File: config.mk
export PLATFORM = sky130hd
export DESIGN_NAME = pers_dispatch
export DESIGN_NICKNAME = d
export VERILOG_FILES = /design/src/rtl/pers_dispatch.sv
export SDC_FILE = /design/constraint.sdc
export NUM_CORES = 2
export LEC_CHECK = 0
export ABC_AREA = 1
export CELL_PAD_IN_SITES_DETAIL_PLACEMENT = 1
export CELL_PAD_IN_SITES_GLOBAL_PLACEMENT = 1
export CORE_ASPECT_RATIO = 2
export CORE_UTILIZATION = 35
export DETAILED_ROUTE_END_ITERATION = 6
export GPL_ROUTABILITY_DRIVEN = 0
export GPL_TIMING_DRIVEN = 0
export PLACE_DENSITY_LB_ADDON = 0.1
export SLEW_MARGIN = 30
export SYNTH_ARGS = -nofsm -noshare
export SYNTH_HDL_FRONTEND = slang
export SYNTH_SLANG_ARGS = --single-unit
File: constraint.sdc
create_clock -name clk -period 6.5 [get_ports clk]
set_input_delay 1.625 -clock clk [delete_from_list [all_inputs] [get_ports clk]]
set_output_delay 1.625 -clock clk [all_outputs]
set_load 0.05 [all_outputs]
File: src/rtl/pers_dispatch.sv
// Dispatch front end of the personality: AEG register file, start/done handshake
// with the accelerator core, and a busy-cycle counter exposed as AEG NUM_AEG.
module pers_dispatch #(
    parameter int         NUM_AEG    = 16,
    parameter logic [4:0] START_INST = 5'd0
) (
    input  logic        clk,
    input  logic        reset,
    input  logic        disp_inst_vld,
    input  logic [4:0]  disp_inst,
    input  logic [17:0] disp_aeg_idx,
    input  logic        disp_aeg_rd,
    input  logic        disp_aeg_wr,
    input  logic [63:0] disp_aeg_wr_data,
    output logic [17:0] disp_aeg_cnt,
    output logic [15:0] disp_exception,
    output logic        disp_idle,
    output logic        disp_rtn_data_vld,
    output logic [63:0] disp_rtn_data,
    output logic        disp_stall,
    output logic        accel_start,
    input  logic        accel_done,
    input  logic [17:0] accel_rd_idx,
    output logic [63:0] accel_rd_data,
    input  logic        accel_wr_vld,
    input  logic [17:0] accel_wr_idx,
    input  logic [63:0] accel_wr_data,
    output logic [63:0] busy_cycles
);

    typedef enum logic {IDLE, BUSY} state_t;

    localparam logic [17:0] AEG_LIMIT = 18'(NUM_AEG);

    state_t      state, state_nxt;
    logic [63:0] aeg [NUM_AEG];
    logic [63:0] disp_rd_val;
    logic [1:0]  exc_q;
    logic        start_go;
    logic        bad_inst;
    logic        bad_aeg;
    logic        disp_wr_ok;

    assign disp_aeg_cnt   = 18'(NUM_AEG + 1);
    assign disp_idle      = (state == IDLE);
    assign disp_stall     = (state == BUSY);
    assign disp_exception = {14'b0, exc_q};

    // Instructions presented while stalled are dropped, never flagged.
    assign start_go   = disp_inst_vld && !disp_stall && (disp_inst == START_INST);
    assign bad_inst   = disp_inst_vld && !disp_stall && (disp_inst != START_INST);
    assign disp_wr_ok = disp_aeg_wr && (disp_aeg_idx < AEG_LIMIT);
    assign bad_aeg    = (disp_aeg_wr && (disp_aeg_idx >= AEG_LIMIT)) ||
                        (disp_aeg_rd && (disp_aeg_idx > AEG_LIMIT));

    always_comb begin
        state_nxt = state;
        case (state)
            IDLE:    if (start_go)   state_nxt = BUSY;
            BUSY:    if (accel_done) state_nxt = IDLE;
            default: state_nxt = IDLE;
        endcase
    end

    always_ff @(posedge clk) begin
        if (reset) begin
            state       <= IDLE;
            accel_start <= 1'b0;
            busy_cycles <= 64'd0;
            exc_q       <= 2'b00;
        end else begin
            state       <= state_nxt;
            accel_start <= start_go;
            exc_q       <= {bad_aeg, bad_inst};
            if (start_go)
                busy_cycles <= 64'd0;
            else if (state == BUSY)
                busy_cycles <= busy_cycles + 64'd1;
        end
    end

    // Dispatch write takes priority over a core write-back to the same index.
    always_ff @(posedge clk) begin
        if (reset) begin
            for (int i = 0; i < NUM_AEG; i++) aeg[i] <= 64'd0;
        end else begin
            for (int i = 0; i < NUM_AEG; i++) begin
                if (disp_wr_ok && (disp_aeg_idx == 18'(i)))
                    aeg[i] <= disp_aeg_wr_data;
                else if (accel_wr_vld && (accel_wr_idx == 18'(i)))
                    aeg[i] <= accel_wr_data;
            end
        end
    end

    always_comb begin
        disp_rd_val = 64'd0;
        if (disp_aeg_idx == AEG_LIMIT) disp_rd_val = busy_cycles;
        for (int i = 0; i < NUM_AEG; i++)
            if (disp_aeg_idx == 18'(i)) disp_rd_val = aeg[i];
    end

    always_comb begin
        accel_rd_data = 64'd0;
        for (int i = 0; i < NUM_AEG; i++)
            if (accel_rd_idx == 18'(i)) accel_rd_data = aeg[i];
    end

    always_ff @(posedge clk) begin
        if (reset) begin
            disp_rtn_data_vld <= 1'b0;
            disp_rtn_data     <= 64'd0;
        end else begin
            disp_rtn_data_vld <= disp_aeg_rd;
            if (disp_aeg_rd) disp_rtn_data <= disp_rd_val;
        end
    end

endmodule

==> results by group <==
Finish
  • Most common cell after layout, fill and taps aside: nand2_1
  • Multi-input logic area: roughly 0.031 mm^2
  • Fin cells: ~12000
  • Final net count: ~9500
  • Layout cells sized above 1: 0.1392
  • Flip-flop and latch area: between 0.03 and 0.04 mm^2
  • FILL cells: between 20000 and 25000
  • Area Growth Syn to Fin: 24.08%
  • Most frequent cells in the layout: nand2_1 (2240), edfxtp_1 (1024), nor2_1 (788)

Drt
  • Via/cell ratio: between 5 and 6
  • Initial drt markers: approximately 7500
  • Final WL: 406000 um
  • # DRC: 0
  • Drt pass-1 iters: 6
  • Routed Antenna Nets: 0
  • Routed via count: between 70000 and 80000
  • Drt wl/cell: ~34 um

Timing
  • Fin crit period: about 6.6 ns
  • Worst-Margin Slew: ~1.2 ns
  • Setup ws final: -0.08197 ns
  • Final Max Slew Viols: 0
  • Clock skew: just over 0.04 ns
  • Unrepaired setup endpoints after global routing: true
  • Final Cycle Share: 1.013
  • Setup-failing EPs final: 16
  • Final Hold Viols: 0
  • Slew headroom: 0.1623
  • Max Fclk: approximately 0.15 GHz

Synth
  • Synth top area share: 0.4510
  • Yosys cell types: 54
  • Largest area contributor in the netlist: edfxtp_1
  • Post-synthesis sequential area ratio: 0.4901
  • Largest cells by area after synthesis: edfxtp_1 (45%), nand2_1 (13%), a221oi_1 (6.6%)
  • Mapped Area: 0.06818 mm^2
  • Post-Syn Area per Cell: 7.972 um^2
  • Register bit total from synthesis: 1157
  • Gate count of the mapped netlist: 8552
  • Syn. warnings: 0

Pwr
  • Clk pwr share: 0.427
  • VDD IR max: about 0.22 mV
  • Static leakage: between 30 and 40 nW
  • P per Cell Area: between 200 and 250 mW/mm^2
  • Sequential power share: 0.509
  • Sw frac: 0.2590
  • Pwr Total: between 15 and 20 mW
  • Combinational power share: 0.064
  • Sw Pwr: between 4 and 5 mW
  • Cell Int Power: 12.71 mW

Setup path
  • Worst EP required: ~4.9 ns
  • Element type at the critical path end: output port
  • Critical path type: in -> out
  • Crit path launch type: input pin
  • Max FO, Critical Path: 11
  • WP data arrival: 4.96 ns

CTS
  • Max H-tree Level: 3
  • Total CTS buffers: ~120
  • Clock sink total: ~1200
  • CTS Root Cell: clkbuf_16
  • CTS max path bufs: 3
  • Clk_lat worst skew: a little over 0.8 ns
  • TritonCTS clock tree: done
  • Reg clk slew, reported paths: approximately 0.060 ns
  • CTS Hold Buffers Added: 0

Floorplanning
  • Core Rows: between 200 and 250
  • # IOs: between 400 and 500
  • Initial Util: 0.3530
  • Die Y: between 600 and 700 um
  • Die area: approximately 0.2 mm^2
  • Die W: 314.1 um
  • Core ar.: 0.1931 mm^2

GRT
  • Vias in the first global route: approximately 73000
  • Largest net degree at the start of global routing: 47
  • First-pass GRT wire length: 553600 um
  • GRT Total Usage: 0.4014
  • Initial antenna violation count: 19
  • GRT overflow: 0

Status
  • Status: complete, but fails checks
  • Violated checks: negative setup slack

Worst hold path
  • HP Class: reg -> reg

Place
  • Port Buf Inserts: a little under 400
  • Placed insts: between 10000 and 15000
  • Hpwl dp: around 330000 um

Flow run
  • Max_cap viols: 0
[cell usage after synthesis (all sizes together)]
master      n
a21oi     200
a221oi    512
a31oi       2
a41oi       9
and2        1
and3        1
buf       198
clkbuf    513
clkinv     66
conb        2
dfxtp     133
edfxtp   1024
ha          1
inv       737
nand2    2394
nand3     376
nand3b      6
nand4     167
nor2      818
nor3       58
nor3b       4
nor4       26
o2111ai    93
o211ai     34
o21a       13
o21ai     869
o21ba       1
o21bai      3
o221ai      4
o22ai      78
o311a       1
o311ai      4
o31ai       7
or2       179
or3         1
or3b        1
or4         1
xnor2       7
xor2        8
[final cells by class]
type	count	share of cell area
antenna	17	0.0005029
buffer	710	0.04936
clock buffer	143	0.03627
clock inverter	74	0.009111
inverter	803	0.03640
multi-input combinational	5911	0.3624
sequential	1157	0.3950
tap	2530	0.03742
timing repair buffer	599	0.07357
[power by group through the flow]
stage,combinational [mW],sequential (mW),clock (mW)
2_1_floorplan,0.479,8.81,0
3_3_place_gp,0.944,8.90,0
3_5_place_dp,1.03,8.88,0
4_1_cts,1.04,8.72,7.28
5_1_grt,1.14,8.77,7.50
6_report,1.09,8.74,7.33
[what timing repair did]
item,in CTS,in global routing
endpoints found under the setup margin,163,95
pin swaps,40,209
buffers inserted,58,41
resized for setup,763,568
gates cloned,4,8
[sequential cells by signal, indices dropped and copies added (netlist names)]
register,cells
disp_rtn_data,64
disp_rtn_data_vld,1
disp_stall,1
exc_q,2
accel_start,1
busy_cycles,64
aeg,1024
[stage by stage]
| step | TNS, ns | setup WS, ns | hold slack, ns | cell area [um^2] | utilization |
|---|---|---|---|---|---|
| after floorplan | 0 | 0.3626 | 0.5987 | 68290 | - |
| after global placement | -2382.77 | -3.738 | 0.4571 | 75360 | 0.3902 |
| after detailed placement | -349.36 | -2.254 | 0.4549 | 76520 | 0.3962 |
| after CTS | -0.09302 | -0.08681 | 0.4649 | 82090 | 0.4251 |
| after global routing | -9.048 | -0.2731 | 0.4867 | 84550 | 0.4378 |
| final | -0.5346 | -0.08197 | 0.4639 | 84590 | 0.4380 |
[worst paths after layout]
path                     start           endpoint  slack, ns  depth (start not counted)
max           accel_rd_idx[15]  accel_rd_data[19]      -0.08                         26
min          disp_rtn_data[41]  disp_rtn_data[41]       0.46                          2
max reg2reg    busy_cycles[21]    busy_cycles[62]       2.42                         11
min reg2reg  disp_rtn_data[41]  disp_rtn_data[41]       0.46                          2
[metal layers]
| layer | share of wire | track usage |
|---|---|---|
| met2 | 0.48 | 0.6785 |
| met5 | 0.000086 | 0 |
| met4 | 0.14 | 0.4511 |
| met1 | 0.32 | 0.3914 |
| met3 | 0.064 | 0.07008 |
[kinds of logic after synthesis]
| family | share of synthesized area |
|---|---|
| fa+ha+maj | 0.0001835 |
| flops | 0.4901 |
| simple gates | 0.2469 |
| xor+xnor | 0.001927 |
| other cells | 0.0001102 |
| compound gates | 0.1727 |
| buf+inv | 0.08807 |
[worst max-delay path: stages]
cell and delay (ns):
buf_6 0.09, nor2_4 0.11, nand2_4 0.09, nor2_4 0.17, buf_6 0.13, buf_6 0.10, nand3_4 0.31, inv_8 0.19
buf_12 0.12, buf_16 0.17, clkbuf_16 0.25, nand2_1 0.09, o2111ai_2 0.11, o211ai_1 0.15, nand3_1 0.10, o211ai_1 0.13
nand2_1 0.13, o21ai_0 0.10, nand2_1 0.07, o21ai_1 0.08, nand2_1 0.10, nand2_2 0.07, nand2_1 0.07, nand2_1 0.06
nand2_2 0.08, buf_8 0.15
No activity file was read; power rests on OpenSTA's default activity.
